[src/rtl/bk_pkg.sv]
// ============================================================================
// Module   : bk_pkg
// Brief    : Shared types, level/rank helpers and saturation constants for
//            the Brent-Kung pipelined adder.
// Revision : 1.0 - initial release
// ============================================================================
`default_nettype none

package bk_pkg;

    typedef struct packed {
        logic g;
        logic p;
    } gp_t;

    // Saturation limits at maximum width; shifted down to the working width.
    localparam logic [63:0] c_sat_max64 = 64'h7FFF_FFFF_FFFF_FFFF;

    function automatic int bk_log2(input int width);
        int n;
        n = 0;
        while ((1 << n) < width) n++;
        return n;
    endfunction

    function automatic int bk_levels(input int width);
        return 2 * bk_log2(width) - 1;
    endfunction

    // Level after which register rank k sits: ceil(k*L/S).
    function automatic int bk_rank_level(input int k, input int lvl_l, input int stages);
        return (k * lvl_l + stages - 1) / stages;
    endfunction

    function automatic int bk_rank_index(input int lvl, input int lvl_l, input int stages);
        int res;
        res = 0;
        for (int k = 1; k <= stages; k++)
            if (bk_rank_level(k, lvl_l, stages) == lvl) res = k;
        return res;
    endfunction

    // Low-side partner of bit i at prefix level lvl, or -1 when the bit passes through.
    // Levels 1..n are the up-sweep, n+1..2n-1 the down-sweep.
    function automatic int bk_lo_index(input int lvl, input int i, input int n);
        int s;
        int res;
        res = -1;
        if (lvl <= n) begin
            s = 1 << lvl;
            if (((i + 1) % s) == 0) res = i - s / 2;
        end else begin
            s = 1 << (2 * n - lvl);
            if ((((i + 1) % s) == s / 2) && ((i + 1) > s)) res = i - s / 2;
        end
        return res;
    endfunction

endpackage

`default_nettype wire

[src/rtl/bk_gp_cell.sv]
// ============================================================================
// Module   : bk_gp_cell
// Brief    : Brent-Kung prefix operator combining a high and a low (g,p) group.
// Revision : 1.0 - initial release
// ============================================================================
`default_nettype none

module bk_gp_cell
    import bk_pkg::*;
(
    input  gp_t hi,
    input  gp_t lo,
    output gp_t res
);

    assign res.g = hi.g | (hi.p & lo.g);
    assign res.p = hi.p & lo.p;

endmodule

`default_nettype wire

[src/rtl/bk_adder_pipe.sv]
// ============================================================================
// Module   : bk_adder_pipe
// Brief    : Pipelined Brent-Kung adder/subtractor with valid/ready on both
//            sides. Define BKADD_SAT_EN for signed overflow and saturation.
// Revision : 1.0 - initial release
// ============================================================================
`default_nettype none

module bk_adder_pipe
    import bk_pkg::*;
#(
    parameter int WIDTH  = 16,
    parameter int STAGES = 2
) (
    input  logic             CLK,
    input  logic             RST_N,
    input  logic             in_valid,
    output logic             in_ready,
    input  logic [WIDTH-1:0] a,
    input  logic [WIDTH-1:0] b,
    input  logic             Cin,
    input  logic             sub,
    output logic             out_valid,
    input  logic             out_ready,
    output logic [WIDTH-1:0] sum,
    output logic             carry_out
`ifdef BKADD_SAT_EN
    ,
    output logic             overflow
`endif
);

    localparam int c_log2w = bk_log2(WIDTH);
    localparam int c_lvl_l = bk_levels(WIDTH) + 1;
`ifdef BKADD_SAT_EN
    localparam int c_aux_w = WIDTH + 3;
`else
    localparam int c_aux_w = WIDTH + 1;
`endif

    // ------------------------------------------------------------------
    // Valid/ready chain
    // ------------------------------------------------------------------
    logic [STAGES:1]   r_vld;
    logic [STAGES+1:1] w_rdy;
    logic [STAGES:1]   w_load;
    logic [STAGES:0]   w_vin;

    assign w_vin           = {r_vld, in_valid};
    assign w_rdy[STAGES+1] = out_ready;

    for (genvar k = 1; k <= STAGES; k++) begin : g_flow
        assign w_rdy[k]  = ~r_vld[k] | w_rdy[k+1];
        assign w_load[k] = w_vin[k-1] & w_rdy[k];
    end

    always_ff @(posedge CLK) begin
        if (!RST_N) begin
            r_vld <= '0;
        end else begin
            for (int k = 1; k <= STAGES; k++)
                if (w_rdy[k]) r_vld[k] <= w_vin[k-1];
        end
    end

    assign in_ready  = RST_N & w_rdy[1];
    assign out_valid = r_vld[STAGES];

    // ------------------------------------------------------------------
    // Operand conditioning (level 0)
    // ------------------------------------------------------------------
    logic [WIDTH-1:0]   w_yg   [0:c_lvl_l-1];
    logic [WIDTH-1:0]   w_yp   [0:c_lvl_l-1];
    logic [c_aux_w-1:0] w_yaux [0:c_lvl_l-1];
    logic [WIDTH-1:0]   w_xg   [1:c_lvl_l];
    logic [WIDTH-1:0]   w_xp   [1:c_lvl_l];
    logic [c_aux_w-1:0] w_xaux [1:c_lvl_l];

    logic [WIDTH-1:0] w_bx;
    logic             w_c0;

    assign w_bx = sub ? ~b : b;
    assign w_c0 = sub | Cin;

    // Carry-in folded into bit 0 generate, so every G[i:0] is already the carry into bit i+1.
    assign w_yg[0] = {a[WIDTH-1:1] & w_bx[WIDTH-1:1],
                      (a[0] & w_bx[0]) | ((a[0] ^ w_bx[0]) & w_c0)};
    assign w_yp[0] = a ^ w_bx;
`ifdef BKADD_SAT_EN
    assign w_yaux[0] = {a[WIDTH-1], w_bx[WIDTH-1], w_c0, a ^ w_bx};
`else
    assign w_yaux[0] = {w_c0, a ^ w_bx};
`endif

    // ------------------------------------------------------------------
    // Prefix levels 1..L-1
    // ------------------------------------------------------------------
    for (genvar l = 1; l < c_lvl_l; l++) begin : g_level
        for (genvar i = 0; i < WIDTH; i++) begin : g_bit
            localparam int c_lo = bk_lo_index(l, i, c_log2w);
            if (c_lo >= 0) begin : g_cell
                gp_t w_hi;
                gp_t w_lo;
                gp_t w_res;
                assign w_hi = {w_xg[l][i], w_xp[l][i]};
                assign w_lo = {w_xg[l][c_lo], w_xp[l][c_lo]};
                bk_gp_cell u_cell (
                    .hi  (w_hi),
                    .lo  (w_lo),
                    .res (w_res)
                );
                assign w_yg[l][i] = w_res.g;
                assign w_yp[l][i] = w_res.p;
            end else begin : g_pass
                assign w_yg[l][i] = w_xg[l][i];
                assign w_yp[l][i] = w_xp[l][i];
            end
        end
        assign w_yaux[l] = w_xaux[l];
    end

    // ------------------------------------------------------------------
    // Inter-level pipeline ranks 1..STAGES-1
    // ------------------------------------------------------------------
    for (genvar l = 0; l < c_lvl_l; l++) begin : g_pipe
        localparam int c_k = bk_rank_index(l, c_lvl_l, STAGES);
        if (c_k != 0) begin : g_rank
            logic [WIDTH-1:0]   r_g;
            logic [WIDTH-1:0]   r_p;
            logic [c_aux_w-1:0] r_aux;
            // Loads only on a real transfer, so a stalled rank keeps its beat.
            always_ff @(posedge CLK) begin
                if (w_load[c_k]) begin
                    r_g   <= w_yg[l];
                    r_p   <= w_yp[l];
                    r_aux <= w_yaux[l];
                end
            end
            assign w_xg[l+1]   = r_g;
            assign w_xp[l+1]   = r_p;
            assign w_xaux[l+1] = r_aux;
        end else begin : g_wire
            assign w_xg[l+1]   = w_yg[l];
            assign w_xp[l+1]   = w_yp[l];
            assign w_xaux[l+1] = w_yaux[l];
        end
    end

    // ------------------------------------------------------------------
    // Sum XOR level and output rank
    // ------------------------------------------------------------------
    logic [WIDTH-1:0] w_carry;
    logic [WIDTH-1:0] w_raw;
    logic [WIDTH-1:0] w_sum_nxt;
    logic             w_cout;

    assign w_carry = {w_xg[c_lvl_l][WIDTH-2:0], w_xaux[c_lvl_l][WIDTH]};
    assign w_raw   = w_xaux[c_lvl_l][WIDTH-1:0] ^ w_carry;
    assign w_cout  = w_xg[c_lvl_l][WIDTH-1];

    logic [WIDTH-1:0] r_sum;
    logic             r_cout;

`ifdef BKADD_SAT_EN
    localparam logic [WIDTH-1:0] c_sat_max = WIDTH'(c_sat_max64 >> (64 - WIDTH));
    localparam logic [WIDTH-1:0] c_sat_min = ~c_sat_max;

    logic w_am;
    logic w_bm;
    logic w_ovf;
    logic r_ovf;

    assign w_am      = w_xaux[c_lvl_l][WIDTH+2];
    assign w_bm      = w_xaux[c_lvl_l][WIDTH+1];
    assign w_ovf     = (w_am == w_bm) & (w_raw[WIDTH-1] != w_am);
    assign w_sum_nxt = w_ovf ? (w_am ? c_sat_min : c_sat_max) : w_raw;

    always_ff @(posedge CLK) begin
        if (!RST_N)                r_ovf <= 1'b0;
        else if (w_load[STAGES])   r_ovf <= w_ovf;
    end

    assign overflow = r_ovf;
`else
    assign w_sum_nxt = w_raw;
`endif

    always_ff @(posedge CLK) begin
        if (!RST_N) begin
            r_sum  <= '0;
            r_cout <= 1'b0;
        end else if (w_load[STAGES]) begin
            r_sum  <= w_sum_nxt;
            r_cout <= w_cout;
        end
    end

    assign sum       = r_sum;
    assign carry_out = r_cout;

endmodule

`default_nettype wire

[config.mk]
export PLATFORM = sky130hd
export DESIGN_NAME = bk_adder_pipe
export DESIGN_NICKNAME = d
export VERILOG_FILES = /design/src/rtl/bk_pkg.sv /design/src/rtl/bk_gp_cell.sv /design/src/rtl/bk_adder_pipe.sv
export SDC_FILE = /design/constraint.sdc
export NUM_CORES = 1
export LEC_CHECK = 0
export BUFFER_PORTS_ARGS = -buffer_cell sky130_fd_sc_hd__buf_2
export CAP_MARGIN = 20
export CORE_ASPECT_RATIO = 0.9
export CORE_MARGIN = 8
export CORE_UTILIZATION = 45
export DETAILED_ROUTE_END_ITERATION = 6
export PLACE_DENSITY_LB_ADDON = 0.2
export SLEW_MARGIN = 40
export SYNTH_ARGS = -nofsm -noshare
export SYNTH_HDL_FRONTEND = slang
export SYNTH_SLANG_ARGS = --single-unit
export TNS_END_PERCENT = 50
[constraint.sdc]
create_clock -name CLK -period 3.03 [get_ports CLK]
set_input_delay 0.909 -clock CLK [delete_from_list [all_inputs] [get_ports CLK]]
set_output_delay 0.909 -clock CLK [all_outputs]
set_load 0.1 [all_outputs]
==> Implementation_results.wiki, run 1 <==
{| class="wikitable"
! Metric !! Value
|-
| Via count of the first global-routing pass || 1718
|-
| Power density of the placed cells || 566.9 nW/um^2
|-
| Adder and majority gate portion of the synthesized area || 11.10%
|-
| Number of synthesized flops with an enable pin || 37
|-
| Vias || 1648
|-
| Share of the synthesized area in compound gates (AO/OA/AOI/OAI) || 11.63%
|-
| Placed Area || 2972 sq um
|-
| Number of hold violations in the final report || 0
|-
| Count of unique library cells instantiated by Yosys || 32
|-
| Post-Synth XOR/XNOR Area || 8.442%
|-
| Global-route wire length before repair || 7790 um
|-
| Wire length per cell after detailed routing || 14.12 um
|-
| Number of sinks handled by clock tree synthesis || 56
|-
| Area added between synthesis and finish || 17.66%
|-
| Number of buffers inserted to repair setup after CTS || 0
|-
| Core Box Area || 5628 sq um
|-
| Final TNS setup || 0 ps
|-
| Gate count of the mapped netlist || 208
|-
| Worst slew slack as a fraction of its limit || 55.70%
|-
| Multiplexer area fraction after synthesis || 0%
|-
| Critical path startpoint category || primary input
|-
| Ys flop type || sky130_fd_sc_hd__edfxtp_1
|-
| Number of gates resized after CTS || 0
|-
| Cell count after placement || 331
|-
| Worst EP required || 3100 ps
|-
| Number of top-level pins || 57
|-
| Worst min-delay path class || register to register
|-
| Number of remaining DRC errors || 0
|-
| Drt via density || 4.861
|-
| Die area || 8453 sq um
|-
| Total standard cell area after synthesis || 2594 sq um
|-
| Sequential cell area fraction in the yosys report || 57.50%
|-
| Largest driver fanout on the critical path || 14
|-
| Number of port buffers || 56
|-
| Largest family of logic cells by synthesized area || compound AO/OA/AOI/OAI gates
|-
| Final slew viol count || 0
|-
| Classification of the worst setup path || primary input to register
|-
| Period minus WS final || 2699 ps
|-
| Setup WS pre-CTS || 9.533 ps
|-
| Area share of the largest cell type after synthesis || 42.84%
|-
| Final Cycle Share || 89.07%
|-
| Status || complete, no violations
|-
| Synth Area in Simple Gates || 9.841%
|-
| Drt total wl || 4786 um
|-
| Detailed placer's ending HPWL || 3551 um
|-
| Data arrival time of the worst path || 2770 ps
|-
| DRC marker count from the first detailed-route iteration || 93
|-
| Highest clock frequency the design can meet || 370.5 MHz
|-
| Die outline width || 96.03 um
|-
| CTS tree || built
|-
| Syn nets || 269
|-
| ANT nets after route || 0
|-
| Cell Count, Final, Fillers Out || 339
|-
| Antenna violations before repair || 0
|-
| Hold-fix buffers at CTS || 0
|-
| Design area || 3052 sq um
|-
| Final global-route overflow total || 0
|-
| Final #Nets || 329
|-
| Latest clock arrival within the worst-skew pair || 300 ps
|-
| Starting Density || 46.09%
|-
| Share of post-route cells with drive strength above 1 || 26.02%
|-
| Maximum number of pins on one net before global-route repair || 38
|-
| Row count || 26
|-
| Unrepaired setup endpoints after global routing || false
|-
| Yosys top cell by area || sky130_fd_sc_hd__edfxtp_1
|-
| Worst Setup End Kind || register
|-
| Number of buffers created by CTS || 5
|-
| Maximum count of clock buffers along a single path || 2
|-
| Lkg Pwr || 1.358 nW
|-
| Minimum setup slack in the final design || 331.2 ps
|-
| WHS || 461.6 ps
|-
| Number of detailed-route iterations in the first pass || 4
|-
| Average cell area after synthesis || 12.47 sq um
|-
| Transition time at the pin with the least slew margin || 664.5 ps
|-
| Antenna fix cells || 0
|-
| Root Driver || sky130_fd_sc_hd__clkbuf_8
|-
| Ys Warns || 0
|-
| Synth top area cells || sky130_fd_sc_hd__edfxtp_1 43%, sky130_fd_sc_hd__dfxtp_1 15%, sky130_fd_sc_hd__ha_1 11%, sky130_fd_sc_hd__xor2_1 5.4%, sky130_fd_sc_hd__nand2_1 5.1%
|-
| Clock input transition at the sequential cells of the worst setup and hold paths || 90 ps
|-
| Worst IR drop on VDD || 0.0003729 V
|-
| Fraction of registers with async set or reset after synthesis || 0%
|-
| GP Congestion || 0.7444
|-
| Max cap viols || 0
|-
| Count of endpoints failing setup in the final report || 0
|-
| Overall track demand over capacity in global routing || 11.79%
|-
| Register bit total from synthesis || 56
|-
| Pwr Total || 1.730 mW
|-
| Final core occ || 54.22%
|-
| Die Y || 88.03 um
|-
| Worst-case register-to-register setup slack || 1440 ps
|-
| CTS HTree Levels || 2
|-
| Setup Skew || 5.579 ps
|}
-- routing by layer --
metal / GRT usage, % / part of all wire [%] / vias to the layer above / wire length (um)
li1: - / - / 856 / -
met1: 15.12 / 47 / 745 / 2235
met2: 18.55 / 46 / 40 / 2187
met3: 2.399 / 6.0 / 7 / 286
met4: 5.439 / 1.6 / 0 / 78
met5: 0 / 0 / - / 0
-- final timing paths --
| check | from | endpoint | cells past startpoint |
|---|---|---|---|
| worst min register to register | sum[3] | sum[3] | 2 |
| worst max-delay path | sub | g_pipe[4].g_rank.r_g[15] | 8 |
| worst min-delay path | sum[3] | sum[3] | 2 |
| worst max register to register | g_pipe[4].g_rank.r_g[7] | sum[15] | 7 |
-- layout make-up --
class,instances,area [sq um]
fill,524,2576
clock buffer,7,76.32
sequential,56,1491
inverter,1,3.754
clock inverter,1,3.754
timing repair buffer,60,325.3
tap,70,87.58
multi-input combinational,144,1064
-- where the power goes --
| group | total (mW) | switching (mW) | internal [mW] |
|---|---|---|---|
| logic | 0.417 | 0.275 | 0.142 |
| clock network | 0.384 | 0.223 | 0.162 |
| registers | 0.929 | 0.0270 | 0.902 |
-- state kept, by name (all words and copies together) (netlist names) --
| signal | cells |
|---|---|
| g_pipe.g_rank.r_p | 11 |
| sum | 16 |
| g_pipe.g_rank.r_g | 16 |
| r_vld | 2 |
| carry_out | 1 |
| g_pipe.g_rank.r_aux | 10 |
-- kinds of logic after synthesis --
kind of cell | count (synthesis)
AOI/OAI and AO/OA | 39
xor gates and xnor gates | 25
adders and majority gates | 23
buffers and inverters | 8
DFF | 56
and+or+nand+nor | 57
-- critical path, cell delays in order --
cell and delay, ps:
sky130_fd_sc_hd__buf_2 320, sky130_fd_sc_hd__buf_4 230, sky130_fd_sc_hd__xor2_1 150, sky130_fd_sc_hd__ha_1 270, sky130_fd_sc_hd__a21o_1 200, sky130_fd_sc_hd__a21o_1 170
sky130_fd_sc_hd__a221o_1 330, sky130_fd_sc_hd__a31o_1 180
-- cell usage after synthesis (2+ instances only) --
cell and number:
sky130_fd_sc_hd__edfxtp_1 37, sky130_fd_sc_hd__nand2_1 35, sky130_fd_sc_hd__ha_1 23, sky130_fd_sc_hd__dfxtp_1 19, sky130_fd_sc_hd__xor2_1 16, sky130_fd_sc_hd__a21boi_0 14
sky130_fd_sc_hd__a21o_1 10, sky130_fd_sc_hd__xnor2_1 9, sky130_fd_sc_hd__nor2_1 8, sky130_fd_sc_hd__and2_1 4, sky130_fd_sc_hd__buf_2 4, sky130_fd_sc_hd__a21oi_1 3
sky130_fd_sc_hd__nor2b_1 3, sky130_fd_sc_hd__a31o_1 2, sky130_fd_sc_hd__and3_1 2, sky130_fd_sc_hd__clkbuf_1 2, sky130_fd_sc_hd__o211a_1 2
-- placed cells by master (no fill, tap or decap) --
master,n
sky130_fd_sc_hd__edfxtp_1,37
sky130_fd_sc_hd__nand2b_1,1
sky130_fd_sc_hd__a21boi_1,1
sky130_fd_sc_hd__nand2_1,35
sky130_fd_sc_hd__a31o_2,1
sky130_fd_sc_hd__buf_2,55
sky130_fd_sc_hd__nand4_1,1
sky130_fd_sc_hd__a21oi_1,3
sky130_fd_sc_hd__o211ai_1,1
sky130_fd_sc_hd__clkbuf_1,2
sky130_fd_sc_hd__dfxtp_1,19
sky130_fd_sc_hd__clkbuf_8,5
sky130_fd_sc_hd__or3_4,1
sky130_fd_sc_hd__a31o_1,2
sky130_fd_sc_hd__a221o_1,1
sky130_fd_sc_hd__and3_1,2
sky130_fd_sc_hd__ha_1,23
sky130_fd_sc_hd__o211a_1,2
sky130_fd_sc_hd__buf_12,1
sky130_fd_sc_hd__a211oi_1,1
sky130_fd_sc_hd__inv_1,1
sky130_fd_sc_hd__a21o_1,10
sky130_fd_sc_hd__xor2_1,16
sky130_fd_sc_hd__buf_4,4
sky130_fd_sc_hd__o21a_1,1
sky130_fd_sc_hd__a21boi_0,14
sky130_fd_sc_hd__clkinv_1,1
sky130_fd_sc_hd__and2_1,4
sky130_fd_sc_hd__nor2b_1,3
sky130_fd_sc_hd__nor2_1,8
sky130_fd_sc_hd__a21o_4,1
sky130_fd_sc_hd__xnor2_1,9
sky130_fd_sc_hd__o21ai_0,1
sky130_fd_sc_hd__or2_2,1
sky130_fd_sc_hd__and2_2,1
(Power assumes the default switching activity.)
==> run 2: changes to the inputs <==
- MAX_ROUTING_LAYER: not set -> met4
==> Implementation_results.wiki, run 2 (synthesis results as in run 1) <==
{| class="wikitable"
! Metric !! Value
|-
| Largest driver fanout on the critical path || 14 (unchanged)
|-
| DRC marker count from the first detailed-route iteration || 93 (unchanged)
|-
| Cell family with the largest share of critical-path delay || compound AO/OA/AOI/OAI gates (unchanged)
|-
| Number of sinks handled by clock tree synthesis || 56 (unchanged)
|-
| Final Cycle Share || 89.05% (was 89.07%)
|-
| Clock input transition at the sequential cells of the worst setup and hold paths || 90 ps (about the same)
|-
| Final TNS setup || 0 ps (unchanged)
|-
| Die area || 8453 sq um (unchanged)
|-
| Number of buffers and inverters on the critical path || 2 (unchanged)
|-
| Final global-route overflow total || 0 (unchanged)
|-
| Number of gates resized after CTS || 0 (unchanged)
|-
| Number of top-level pins || 57 (unchanged)
|-
| Most numerous cell on the critical path || sky130_fd_sc_hd__a21o_1 (unchanged)
|-
| Classification of the worst setup path || primary input to register (unchanged)
|-
| Latest clock arrival within the worst-skew pair || 300 ps (about the same)
|-
| Status || complete, no violations (unchanged)
|-
| Design area || 3052 sq um (unchanged)
|-
| CTS HTree Levels || 2 (unchanged)
|-
| GP Congestion || 0.7538 (was 0.7444)
|-
| Number of remaining DRC errors || 0 (unchanged)
|-
| Number of port buffers || 56 (unchanged)
|-
| Area added between synthesis and finish || 17.66% (unchanged)
|-
| Lkg Pwr || 1.358 nW (unchanged)
|-
| Hold-fix buffers at CTS || 0 (unchanged)
|-
| Vias || 1648 (unchanged)
|-
| Worst slew slack as a fraction of its limit || 55.82% (was 55.70%)
|-
| Count of endpoints failing setup in the final report || 0 (unchanged)
|-
| Data arrival time of the worst path || 2770 ps (about the same)
|-
| Drt via density || 4.861 (unchanged)
|-
| Slowest Stage Delay on Critical Path || 330 ps (about the same)
|-
| Number of buffers created by CTS || 5 (unchanged)
|-
| Placed Area || 2972 sq um (unchanged)
|-
| Worst Setup End Kind || register (unchanged)
|-
| Final slew viol count || 0 (unchanged)
|-
| Highest clock frequency the design can meet || 370.6 MHz (was 370.5 MHz)
|-
| Root Driver || sky130_fd_sc_hd__clkbuf_8 (unchanged)
|-
| Maximum number of pins on one net before global-route repair || 38 (unchanged)
|-
| Max cap viols || 0 (unchanged)
|-
| Detailed placer's ending HPWL || 3551 um (unchanged)
|-
| Transition time at the pin with the least slew margin || 662.7 ps (was 664.5 ps)
|-
| Maximum count of clock buffers along a single path || 2 (unchanged)
|-
| Die Y || 88.03 um (unchanged)
|-
| Final #Nets || 329 (unchanged)
|-
| Worst EP required || 3100 ps (about the same)
|-
| Overall track demand over capacity in global routing || 12.13% (was 11.79%)
|-
| Highest-delay cell along the critical path || sky130_fd_sc_hd__a221o_1 (unchanged)
|-
| CTS tree || built (unchanged)
|-
| ANT nets after route || 0 (unchanged)
|-
| Share of post-route cells with drive strength above 1 || 26.02% (unchanged)
|-
| Setup Skew || 4.443 ps (was 5.579 ps)
|-
| Row count || 26 (unchanged)
|-
| Worst IR drop on VDD || 0.0003723 V (was 0.0003729 V)
|-
| Critical path startpoint category || primary input (unchanged)
|-
| Number of buffers inserted to repair setup after CTS || 0 (unchanged)
|-
| Drt total wl || 4785 um (was 4786 um)
|-
| Antenna violations before repair || 0 (unchanged)
|-
| Die outline width || 96.03 um (unchanged)
|-
| Starting Density || 46.09% (unchanged)
|-
| Period minus WS final || 2698 ps (was 2699 ps)
|-
| Unrepaired setup endpoints after global routing || false (unchanged)
|-
| Commonest non-fill, non-tap cell in the layout || sky130_fd_sc_hd__buf_2 (unchanged)
|-
| Worst-path cell chain || buf_2 -> buf_4 -> xor2_1 -> ha_1 -> a21o_1 -> a21o_1 -> a221o_1 -> a31o_1 (unchanged)
|-
| Via count of the first global-routing pass || 1718 (unchanged)
|-
| Number of hold violations in the final report || 0 (unchanged)
|-
| Antenna fix cells || 0 (unchanged)
|-
| Global-route wire length before repair || 7783 um (was 7790 um)
|-
| Worst min-delay path class || register to register (unchanged)
|-
| Leading cell types in the layout, fill and taps excluded || 55 x sky130_fd_sc_hd__buf_2, 37 x sky130_fd_sc_hd__edfxtp_1, 35 x sky130_fd_sc_hd__nand2_1, 23 x sky130_fd_sc_hd__ha_1, 19 x sky130_fd_sc_hd__dfxtp_1 (unchanged)
|-
| Core Box Area || 5628 sq um (unchanged)
|-
| Fill cell total of the finished layout || 524 (unchanged)
|-
| Number of detailed-route iterations in the first pass || 4 (unchanged)
|-
| Power density of the placed cells || 567.0 nW/um^2 (was 566.9 nW/um^2)
|-
| Wire length per cell after detailed routing || 14.12 um (about the same)
|}
## run 2: cell counts in the layout (fill, tap and decap cells not counted)
No cell type changed its count.
## run 2: worst min-delay path: cells and delay by family, from the launching register on
kind             cells  cell delay, ps
AO/OA/AOI/OAI        1              60
flip-flops           1             320
AND/OR/NAND/NOR      1              50
## run 2: metrics by stage
stage                     std cells  hold slack (ps)  total power, mW  worst slack [ps]  utilization (%)
after floorplan                 208            495.6            1.266             77.10                -
after global placement          331            444.1            1.363             37.13            52.80
after detailed placement        331            452.6            1.369             9.533            52.80
after CTS                       339            465.5            1.754             334.5            54.22
after global routing            339            487.2            1.825             242.0            54.22
final                           339            461.5            1.730             331.7            54.22
## run 2: cell type report
type / instances / area [sq um] / area share, %
clock inverters: 1 / 3.754 / 0.1230
flip-flops and latches: 56 / 1491 / 48.87
inverters: 1 / 3.754 / 0.1230
multi-input cells: 144 / 1064 / 34.85
repair buffers: 60 / 325.3 / 10.66
well taps: 70 / 87.58 / 2.870
clock buffers: 7 / 76.32 / 2.501
## run 2: final timing paths
check | from | endpoint | slack (ps) | cells past startpoint
worst max register to register | g_pipe[4].g_rank.r_g[7] | sum[15] | 1440 | 7
worst min register to register | sum[3] | sum[3] | 460 | 2
worst min-delay path | sum[3] | sum[3] | 460 | 2
worst max-delay path | sub | g_pipe[4].g_rank.r_g[15] | 330 | 8
## run 2: where the power goes
part           internal [mW]  total [mW]  switching, mW
sequential             0.902       0.929         0.0271
combinational          0.142       0.417          0.275
clock                  0.162       0.385          0.223
## run 2: routing by layer
metal	wire length [um]	part of all wire, %	GRT usage [%]
met1	2295	48	15.43
met2	2174	45	18.61
met3	237	5.0	1.799
met4	78	1.6	5.439
met5	0	0	-
